## config.mk

```make
export PLATFORM = sky130hd
export DESIGN_NAME = cl_pcim_stream_writer
export DESIGN_NICKNAME = d
export VERILOG_FILES = /design/src/rtl/cl_pcim_wr_pkg.sv /design/src/rtl/cl_pcim_stream_writer.sv
export SDC_FILE = /design/constraint.sdc
export NUM_CORES = 1
export LEC_CHECK = 0
export ABC_CLOCK_PERIOD_IN_PS = 6500
export BUFFER_PORTS_ARGS = -buffer_cell sky130_fd_sc_hd__clkbuf_2
export CAP_MARGIN = 20
export CORE_AREA = 2 2 507 509
export DETAILED_ROUTE_END_ITERATION = 12
export DIE_AREA = 0 0 509 511
export PLACE_DENSITY = 0.3
export SYNTH_ARGS = -nofsm -noshare
export SYNTH_HDL_FRONTEND = slang
export SYNTH_SLANG_ARGS = --single-unit
```

## constraint.sdc

```tcl
create_clock -name clk -period 6.5 [get_ports clk]
set_input_delay 0.975 -clock clk [delete_from_list [all_inputs] [get_ports clk]]
set_output_delay 0.975 -clock clk [all_outputs]
set_load 0.01 [all_outputs]
```

## src/rtl/cl_pcim_wr_pkg.sv

```systemverilog
// Shared types and constants for the PCIM stream writer.
package cl_pcim_wr_pkg;

  typedef enum logic [1:0] {
    IDLE,
    AW,
    W,
    B
  } wr_state_e;

  localparam logic [2:0] AXSIZE_64B     = 3'b110;
  localparam int         BYTES_PER_BEAT = 64;
  localparam int         PAGE_BYTES     = 4096;

endpackage

```

## src/rtl/cl_pcim_stream_writer.sv

```systemverilog
// AXI4 write master draining a 512-bit stream into host memory as fixed-size,
// page-aligned bursts with one burst outstanding at a time.
//
// state | meaning
// IDLE  | waiting for cfg_start; no valids, s_ready low
// AW    | presenting the burst address
// W     | passing stream beats straight through to the W channel
// B     | waiting for the write response of the current burst
module cl_pcim_stream_writer
  import cl_pcim_wr_pkg::*;
#(
  parameter int          BURST_LEN = 64,
  parameter logic [15:0] AWID_VAL  = 16'h0
) (
  input  logic         clk,
  input  logic         rst_n,

  input  logic         cfg_start,
  input  logic [63:0]  cfg_base,
  input  logic [15:0]  cfg_num_bursts,

  input  logic         s_valid,
  output logic         s_ready,
  input  logic [511:0] s_data,

  output logic [15:0]  cl_sh_pcim_awid,
  output logic [63:0]  cl_sh_pcim_awaddr,
  output logic [7:0]   cl_sh_pcim_awlen,
  output logic [2:0]   cl_sh_pcim_awsize,
  output logic         cl_sh_pcim_awvalid,
  input  logic         sh_cl_pcim_awready,

  output logic [511:0] cl_sh_pcim_wdata,
  output logic [63:0]  cl_sh_pcim_wstrb,
  output logic         cl_sh_pcim_wlast,
  output logic         cl_sh_pcim_wvalid,
  input  logic         sh_cl_pcim_wready,

  input  logic [15:0]  sh_cl_pcim_bid,
  input  logic [1:0]   sh_cl_pcim_bresp,
  input  logic         sh_cl_pcim_bvalid,
  output logic         cl_sh_pcim_bready,

  output logic         stat_busy,
  output logic         stat_done,
  output logic         stat_err,
  output logic [15:0]  stat_bursts
);

  localparam int                BEAT_W      = (BURST_LEN > 1) ? $clog2(BURST_LEN) : 1;
  localparam logic [BEAT_W-1:0] LAST_BEAT   = BEAT_W'(BURST_LEN - 1);
  localparam logic [63:0]       BURST_BYTES = 64'(BURST_LEN * BYTES_PER_BEAT);

  wr_state_e         state, state_nxt;
  logic [63:0]       cur_addr;
  logic [15:0]       remaining;
  logic [BEAT_W-1:0] beat;
  logic              done_q;
  logic              err_q;
  logic [15:0]       bursts_q;

  logic start_ok, aw_hs, w_hs, b_hs, last_b;
  logic unused;

  assign start_ok = (state == IDLE) && cfg_start;
  assign aw_hs    = (state == AW) && sh_cl_pcim_awready;
  assign w_hs     = (state == W) && s_valid && sh_cl_pcim_wready;
  assign b_hs     = (state == B) && sh_cl_pcim_bvalid;
  assign last_b   = b_hs && (remaining == 16'd1);

  // Low address bits and the response ID are intentionally ignored.
  assign unused = ^{cfg_base[11:0], sh_cl_pcim_bid};

  always_ff @(posedge clk or negedge rst_n) begin
    if (!rst_n) state <= IDLE;
    else        state <= state_nxt;
  end

  always_comb begin
    state_nxt = state;
    case (state)
      IDLE: if (cfg_start && (cfg_num_bursts != 16'd0)) state_nxt = AW;
      AW:   if (sh_cl_pcim_awready) state_nxt = W;
      W:    if (w_hs && (beat == LAST_BEAT)) state_nxt = B;
      B:    if (sh_cl_pcim_bvalid) state_nxt = last_b ? IDLE : AW;
      default: state_nxt = IDLE;
    endcase
  end

  always_comb begin
    cl_sh_pcim_awvalid = 1'b0;
    cl_sh_pcim_wvalid  = 1'b0;
    cl_sh_pcim_wlast   = 1'b0;
    cl_sh_pcim_bready  = 1'b0;
    s_ready            = 1'b0;
    case (state)
      AW: cl_sh_pcim_awvalid = 1'b1;
      W: begin
        cl_sh_pcim_wvalid = s_valid;
        s_ready           = sh_cl_pcim_wready;
        cl_sh_pcim_wlast  = (beat == LAST_BEAT);
      end
      B: cl_sh_pcim_bready = 1'b1;
      default: ;
    endcase
  end

  always_ff @(posedge clk or negedge rst_n) begin
    if (!rst_n) begin
      cur_addr  <= 64'd0;
      remaining <= 16'd0;
      beat      <= '0;
      done_q    <= 1'b0;
      err_q     <= 1'b0;
      bursts_q  <= 16'd0;
    end else begin
      done_q <= (start_ok && (cfg_num_bursts == 16'd0)) || last_b;
      if (start_ok) begin
        cur_addr  <= {cfg_base[63:12], 12'h000};
        remaining <= cfg_num_bursts;
        err_q     <= 1'b0;
        bursts_q  <= 16'd0;
      end
      if (aw_hs) beat <= '0;
      if (w_hs)  beat <= beat + 1'b1;
      if (b_hs) begin
        err_q     <= err_q | (sh_cl_pcim_bresp != 2'b00);
        bursts_q  <= bursts_q + 16'd1;
        cur_addr  <= cur_addr + BURST_BYTES;
        remaining <= remaining - 16'd1;
      end
    end
  end

  // AW fields come from registers, so they hold steady while awready is low.
  assign cl_sh_pcim_awid   = AWID_VAL;
  assign cl_sh_pcim_awaddr = cur_addr;
  assign cl_sh_pcim_awlen  = 8'(BURST_LEN - 1);
  assign cl_sh_pcim_awsize = AXSIZE_64B;

  assign cl_sh_pcim_wdata = s_data;
  assign cl_sh_pcim_wstrb = {64{1'b1}};

  assign stat_busy   = (state != IDLE);
  assign stat_done   = done_q;
  assign stat_err    = err_q;
  assign stat_bursts = bursts_q;

endmodule

```

Word level (Yosys, flattened, before mapping)
Cells that the tools add are included.
{"block": "classes", "addsub": 4, "mux": 21, "bitwise": 1, "n_eq_ne": 9, "n_reduce_logical": 18}
{"op": "64-bit 2-to-1 mux", "n": 2}
{"op": "64-bit by 13-bit adder with 64-bit output, second input constant", "n": 1}
{"op": "16-bit 2-to-1 mux", "n": 4}
{"op": "16-bit by 1-bit adder with 16-bit output, second input constant", "n": 1}
{"op": "16-bit by 1-bit == test with 1-bit output, second input constant", "n": 1}
{"op": "16-bit logical NOT", "n": 1}
{"op": "16-bit nonzero test", "n": 1}
{"op": "16-bit by 1-bit subtractor with 16-bit output, second input constant", "n": 1}
{"op": "6-bit 2-to-1 mux", "n": 2}
{"op": "1-bit logical AND", "n": 9}
{"op": "1-bit 2-to-1 mux", "n": 8}
{"op": "2-bit 2-to-1 mux", "n": 4}
{"op": "2-bit case mux with 4 select lines", "n": 1}
{"op": "2-bit nonzero test", "n": 4}
{"op": "6-bit by 1-bit adder with 6-bit output, second input constant", "n": 1}
{"op": "6-bit == test, second input constant", "n": 1}
{"op": "2-bit == test, second input constant", "n": 2}
{"op": "2-bit by 1-bit != test with 1-bit output, second input constant", "n": 2}
{"op": "2-bit != test, second input constant", "n": 2}
{"op": "4-bit AND reduction", "n": 1}
{"op": "2-bit by 1-bit == test with 1-bit output, second input constant", "n": 1}
{"op": "2-bit logical NOT", "n": 1}
{"op": "1-bit logical OR", "n": 1}
{"op": "1-bit bitwise OR", "n": 1}
{"block": "totals", "reg_bits": 106}

Longest topological paths before layout
{"block": "depth", "depth_word": 6, "ltp_mapped": 9, "depth_no_buf": 7}

Worst setup path after synthesis
OpenSTA, ideal clock, no wires.
{"block": "synth_timing", "path_type": "input port to flip-flop", "start": "input port cfg_start", "end": "register cur_addr[63] (netlist: cl_sh_pcim_awaddr[63])", "setup_slack_ns": 4.114, "n_path_buf": 3, "arrival_time_ns": 2.248, "cell_stages": 6, "path_cell_list": "buf_1 -> nand2_1 -> nor2_1 -> clkbuf_1 -> buf_1 -> o211ai_1"}
{"block": "synth_between", "elab_chain_len": 2}
{"item": "from (decl)", "line": "cl_pcim_stream_writer.sv:18", "text": "input logic cfg_start,"}
{"item": "1-bit logical AND", "line": "cl_pcim_stream_writer.sv:65", "text": "assign start_ok = (state == IDLE) && cfg_start;"}
{"item": "2-bit nonzero test (no source line)"}
{"item": "to (signal assigned)", "line": "cl_pcim_stream_writer.sv:119", "text": "cur_addr <= {cfg_base[63:12], 12'h000};"}
{"item": "to (signal assigned)", "line": "cl_pcim_stream_writer.sv:129", "text": "cur_addr <= cur_addr + BURST_BYTES;"}
{"item": "to (decl)", "line": "cl_pcim_stream_writer.sv:55", "text": "logic [63:0] cur_addr;"}
Every way passes these cells.
A chain may end at the register's enable or synchronous reset.

Worst setup path in the final report
{"block": "layout_timing", "start": "register state[1]", "end": "register cur_addr[31] (netlist: cl_sh_pcim_awaddr[31])"}
{"block": "layout_between", "elab_chain_len": 3, "word_cells_on_any_way": 6, "cone_classes": "eq/ne: 1; mux: 1; reduce/logical: 4"}
{"item": "from (decl)", "line": "cl_pcim_stream_writer.sv:54", "text": "wr_state_e state, state_nxt;"}
{"item": "from (signal assigned)", "line": "cl_pcim_stream_writer.sv:76", "text": "else state <= state_nxt;"}
{"item": "2-bit == test or 2-bit logical NOT (tied branches)", "line": "cl_pcim_stream_writer.sv:68, cl_pcim_stream_writer.sv:65"}
{"item": "1-bit logical AND (on tied branches)", "line": "cl_pcim_stream_writer.sv:68, cl_pcim_stream_writer.sv:65"}
{"item": "64-bit 2-to-1 mux or 2-bit nonzero test (tied branches)"}
Parallel ways exist; a longest one is shown, timed or not.

==> summary.md <==
| Metric | Value |
|---|---|
| DP HPWL | `106000 um` |
| Clk Tree Root Cell | `clkbuf_16` |
| Gr ovfl total | `0` |
| Ys Warns | `0` |
| Gr usage total | `under 10%` |
| Mapped Area | `around 10000 sq um` |
| Final Power | `3.36 mW` |
| Top Ports | `1308` |
| Critical Path Max Stage Delay | `0.79 ns` |
| NumNets Final | `between 1500 and 2000` |
| Cells after Synth | `1264` |
| Pre-CTS setup slack | `2.70 ns` |
| Starting DRT DRC Count | `445` |
| Cells on worst reg2reg path | `6` |
| Final core occ | `under 10%` |
| Main synth FF type | `dfrtp_1` |
| Final Skew | `approximately 0.015 ns` |
| Crit path time final | `3.43 ns` |
| Top cell type by total area after synthesis | `buf_4` |
| Period utilization | `52.7%` |
| Layout area overhead | `10.8%` |
| DRC | `0` |
| FF/Latch Area | `2350 sq um` |
| Setup_tns | `0 ns` |
| CTS tree | `yes` |
| Cell Chain, Critical Path | `ha_1 > nand2_2 > nor3_1 > nand2_1 > o211a_1 > a211o_1` |
| RSZ-0062 raised after global routing | `false` |
| R2r setup slk | `3.07 ns` |
| Critical-path top delay cell | `nor3_1` |
| Worst path depth | `6` |
| Fin cells | `around 4300` |
| Setup bufs post-CTS | `0` |
| Max Cap Viol | `0` |
| DR pass1 iterations | `5` |
| Placer Congestion | `between 0.7 and 0.8` |
| Pwr per Cell Area | `296 nW/um^2` |
| Share of cells above drive strength 1 | `23.9%` |
| Critical path origin | `state[1]` |
| Clk buf depth | `2` |
| Port Buffers | `152` |
| CTS clk-pin slew, worst paths | `0.10 ns` |
| Synth cell types | `65` |
| CP Buf/Inv Count | `0` |
| Die Y-Extent | `~510 um` |
| # H-tree levels | `3` |
| Actual slew at the worst max-slew pin | `between 0.9 and 1 ns` |
| Initial core utilization | `between 4 and 5%` |
| Die X | `509 um` |
| Largest net degree at the start of global routing | `55` |
| Core area | `255000 sq um` |
| Critical Path Start Type | `flop` |
| WP data required | `6.82 ns` |
| Most frequent cells in the layout | `clkbuf_2 (151), conb_1 (103), dfrtp_1 (94)` |
| Post-synth EDFFs | `0` |
| R2r endpoint | `cl_sh_pcim_awaddr[31]` |
| Vias/cell | `around 1.7` |
| Kind of cell adding the most delay to the critical path | `simple AND/OR/NAND/NOR gates` |
| Routed len/inst | `27.4 um` |
| Post-synthesis sequential area ratio | `23.0%` |
| DR vias | `7274` |
| Clk Latency, worst-skew pair | `0.42 ns` |
| CTS Buf Count | `9` |
| Peak supply drop | `roughly 0.00012 V` |
| # setup viols final | `0` |
| Kind of critical path | `flop to flop` |
| Worst Hold Class | `flop to flop` |
| Final WS setup | `between 3 and 4 ns` |
| Critical path arrival | `between 3 and 4 ns` |
| Max_slew headroom | `34.9%` |
| Yosys top cell area share | `45.1%` |
| Num Clock Sinks | `94` |
| Final Hold Viols | `0` |
| Total Wirelength | `117000 um` |
| DIE AREA | `260000 sq um` |
| Resized cells post-CTS | `0` |
| Final Slew Violations | `0` |
| Commonest non-fill, non-tap cell in the layout | `clkbuf_2` |
| Initial antenna violation count | `13` |
| Area of the multi-input gates | `3480 sq um` |
| Synth Register Bits | `94` |
| Outcome | `completed` |
| Antenna-violating nets left | `0` |
| Setup crit end kind | `flop` |
| Hold buffer count at CTS | `0` |
| Synth area leaders | `buf_4 (45%), dfrtp_1 (23%), nand2_1 (2.6%)` |
| Cells after DPL | `about 4300` |
| Fillers | `30300` |
| Post-synth ARST share | `100%` |
| Crit Path Max Fanout | `18` |
| Hold Crit Depth | `1` |
| First-pass GRT wire length | `133000 um` |
| Row count | `186` |
| Highest Clock Rate | `292 MHz` |
| Hold path endpoint | `stat_bursts[15]` |
| Synthesized area per cell | `8.10 sq um` |
| R2r startpoint | `state[1]` |
| Placed Area | `around 11000 sq um` |
| Finished Cell Area | `11400 sq um` |
| Vias in the first global route | `6944` |
| Worst hold start | `stat_bursts[15]` |
| LEAKAGE | `about 3.3 nW` |
| Hold_ws | `between 0.5 and 0.6 ns` |
-- worst register-to-register path, cell delays in order (launching register included) --
cell,delay (ns)
dfrtp_1,0.41
ha_1,0.45
nand2_2,0.56
nor3_1,0.84
nand2_1,0.46
o211a_1,0.34
a211o_1,0.26
-- cell families (layout without fill, tap and decap cells) --
kind of cell    count (synthesis)  in the layout  share of synthesized area [%]
buf+inv                       666            198                           47.1
simple gates                  295            295                           15.0
compound gates                186            186                           12.6
flops                          94             94                           23.0
fa+ha+maj                      10             10                           1.22
mux                             7              7                          0.684
xor+xnor                        4              4                          0.342
other cells                     2            111                         0.0733
-- layout make-up --
| cell class | count | share of cell area [%] |
|---|---|---|
| clock buffer | 9 | 1.98 |
| inverter | 14 | 0.463 |
| multi-input combinational | 605 | 30.7 |
| timing repair buffer | 168 | 7.89 |
| sequential | 94 | 20.7 |
| tap | 3384 | 37.3 |
| antenna | 8 | 0.176 |
| clock inverter | 7 | 0.761 |
-- power by group --
group	leakage (nW)	total (mW)	internal (mW)	switching, mW
Sequential	1.16	1.15	0.816	0.333
Clock	0.151	0.670	0.310	0.360
Combinational	2.04	1.54	0.522	1.02
-- how the worst max path moves through the flow --
stage                                  endpoint  slack (ns)
after floorplan           cl_sh_pcim_awaddr[63]        4.11
after global placement    cl_sh_pcim_awaddr[31]        2.68
after detailed placement  cl_sh_pcim_awaddr[31]        2.70
after CTS                 cl_sh_pcim_awaddr[34]        2.84
after global routing      cl_sh_pcim_awaddr[39]        2.83
final                     cl_sh_pcim_awaddr[31]        3.07
-- routing by layer --
layer | wire (um) | GRT usage, % | share of wire, %
met5 | 100 | 0.167 | 0.085
met3 | 39800 | 13.4 | 34
met4 | 8900 | 6.04 | 7.6
met1 | 17800 | 3.78 | 15
met2 | 50800 | 13.1 | 43
-- sequential cells by signal (all words and copies together), names as in the netlist --
register	cells
cl_sh_pcim_awaddr	52
stat_done	1
state	2
stat_bursts	16
beat	6
remaining	16
stat_err	1
-- synth_stat cells, types with 4 or more instances --
cell type / count
o21ai_0: 43
o31ai_1: 6
a211oi_1: 15
a31oi_1: 7
nand3_1: 31
clkbuf_1: 29
a22o_1: 5
a211o_1: 4
mux2i_1: 7
o22ai_1: 11
a311oi_1: 11
o211ai_1: 8
dfrtp_1: 94
and2_1: 7
inv_1: 14
buf_2: 4
and4_1: 7
nor2_1: 64
nand2_1: 71
or4_1: 6
nand4_1: 18
or3_1: 6
nor3_1: 26
buf_4: 615
o41ai_1: 5
o21a_1: 5
nor3b_1: 4
nor4_1: 21
and3_1: 16
a221o_1: 5
ha_1: 10
a21oi_1: 32
o221a_2: 7
a22oi_1: 4
No activity file was read; power rests on OpenSTA's default activity.
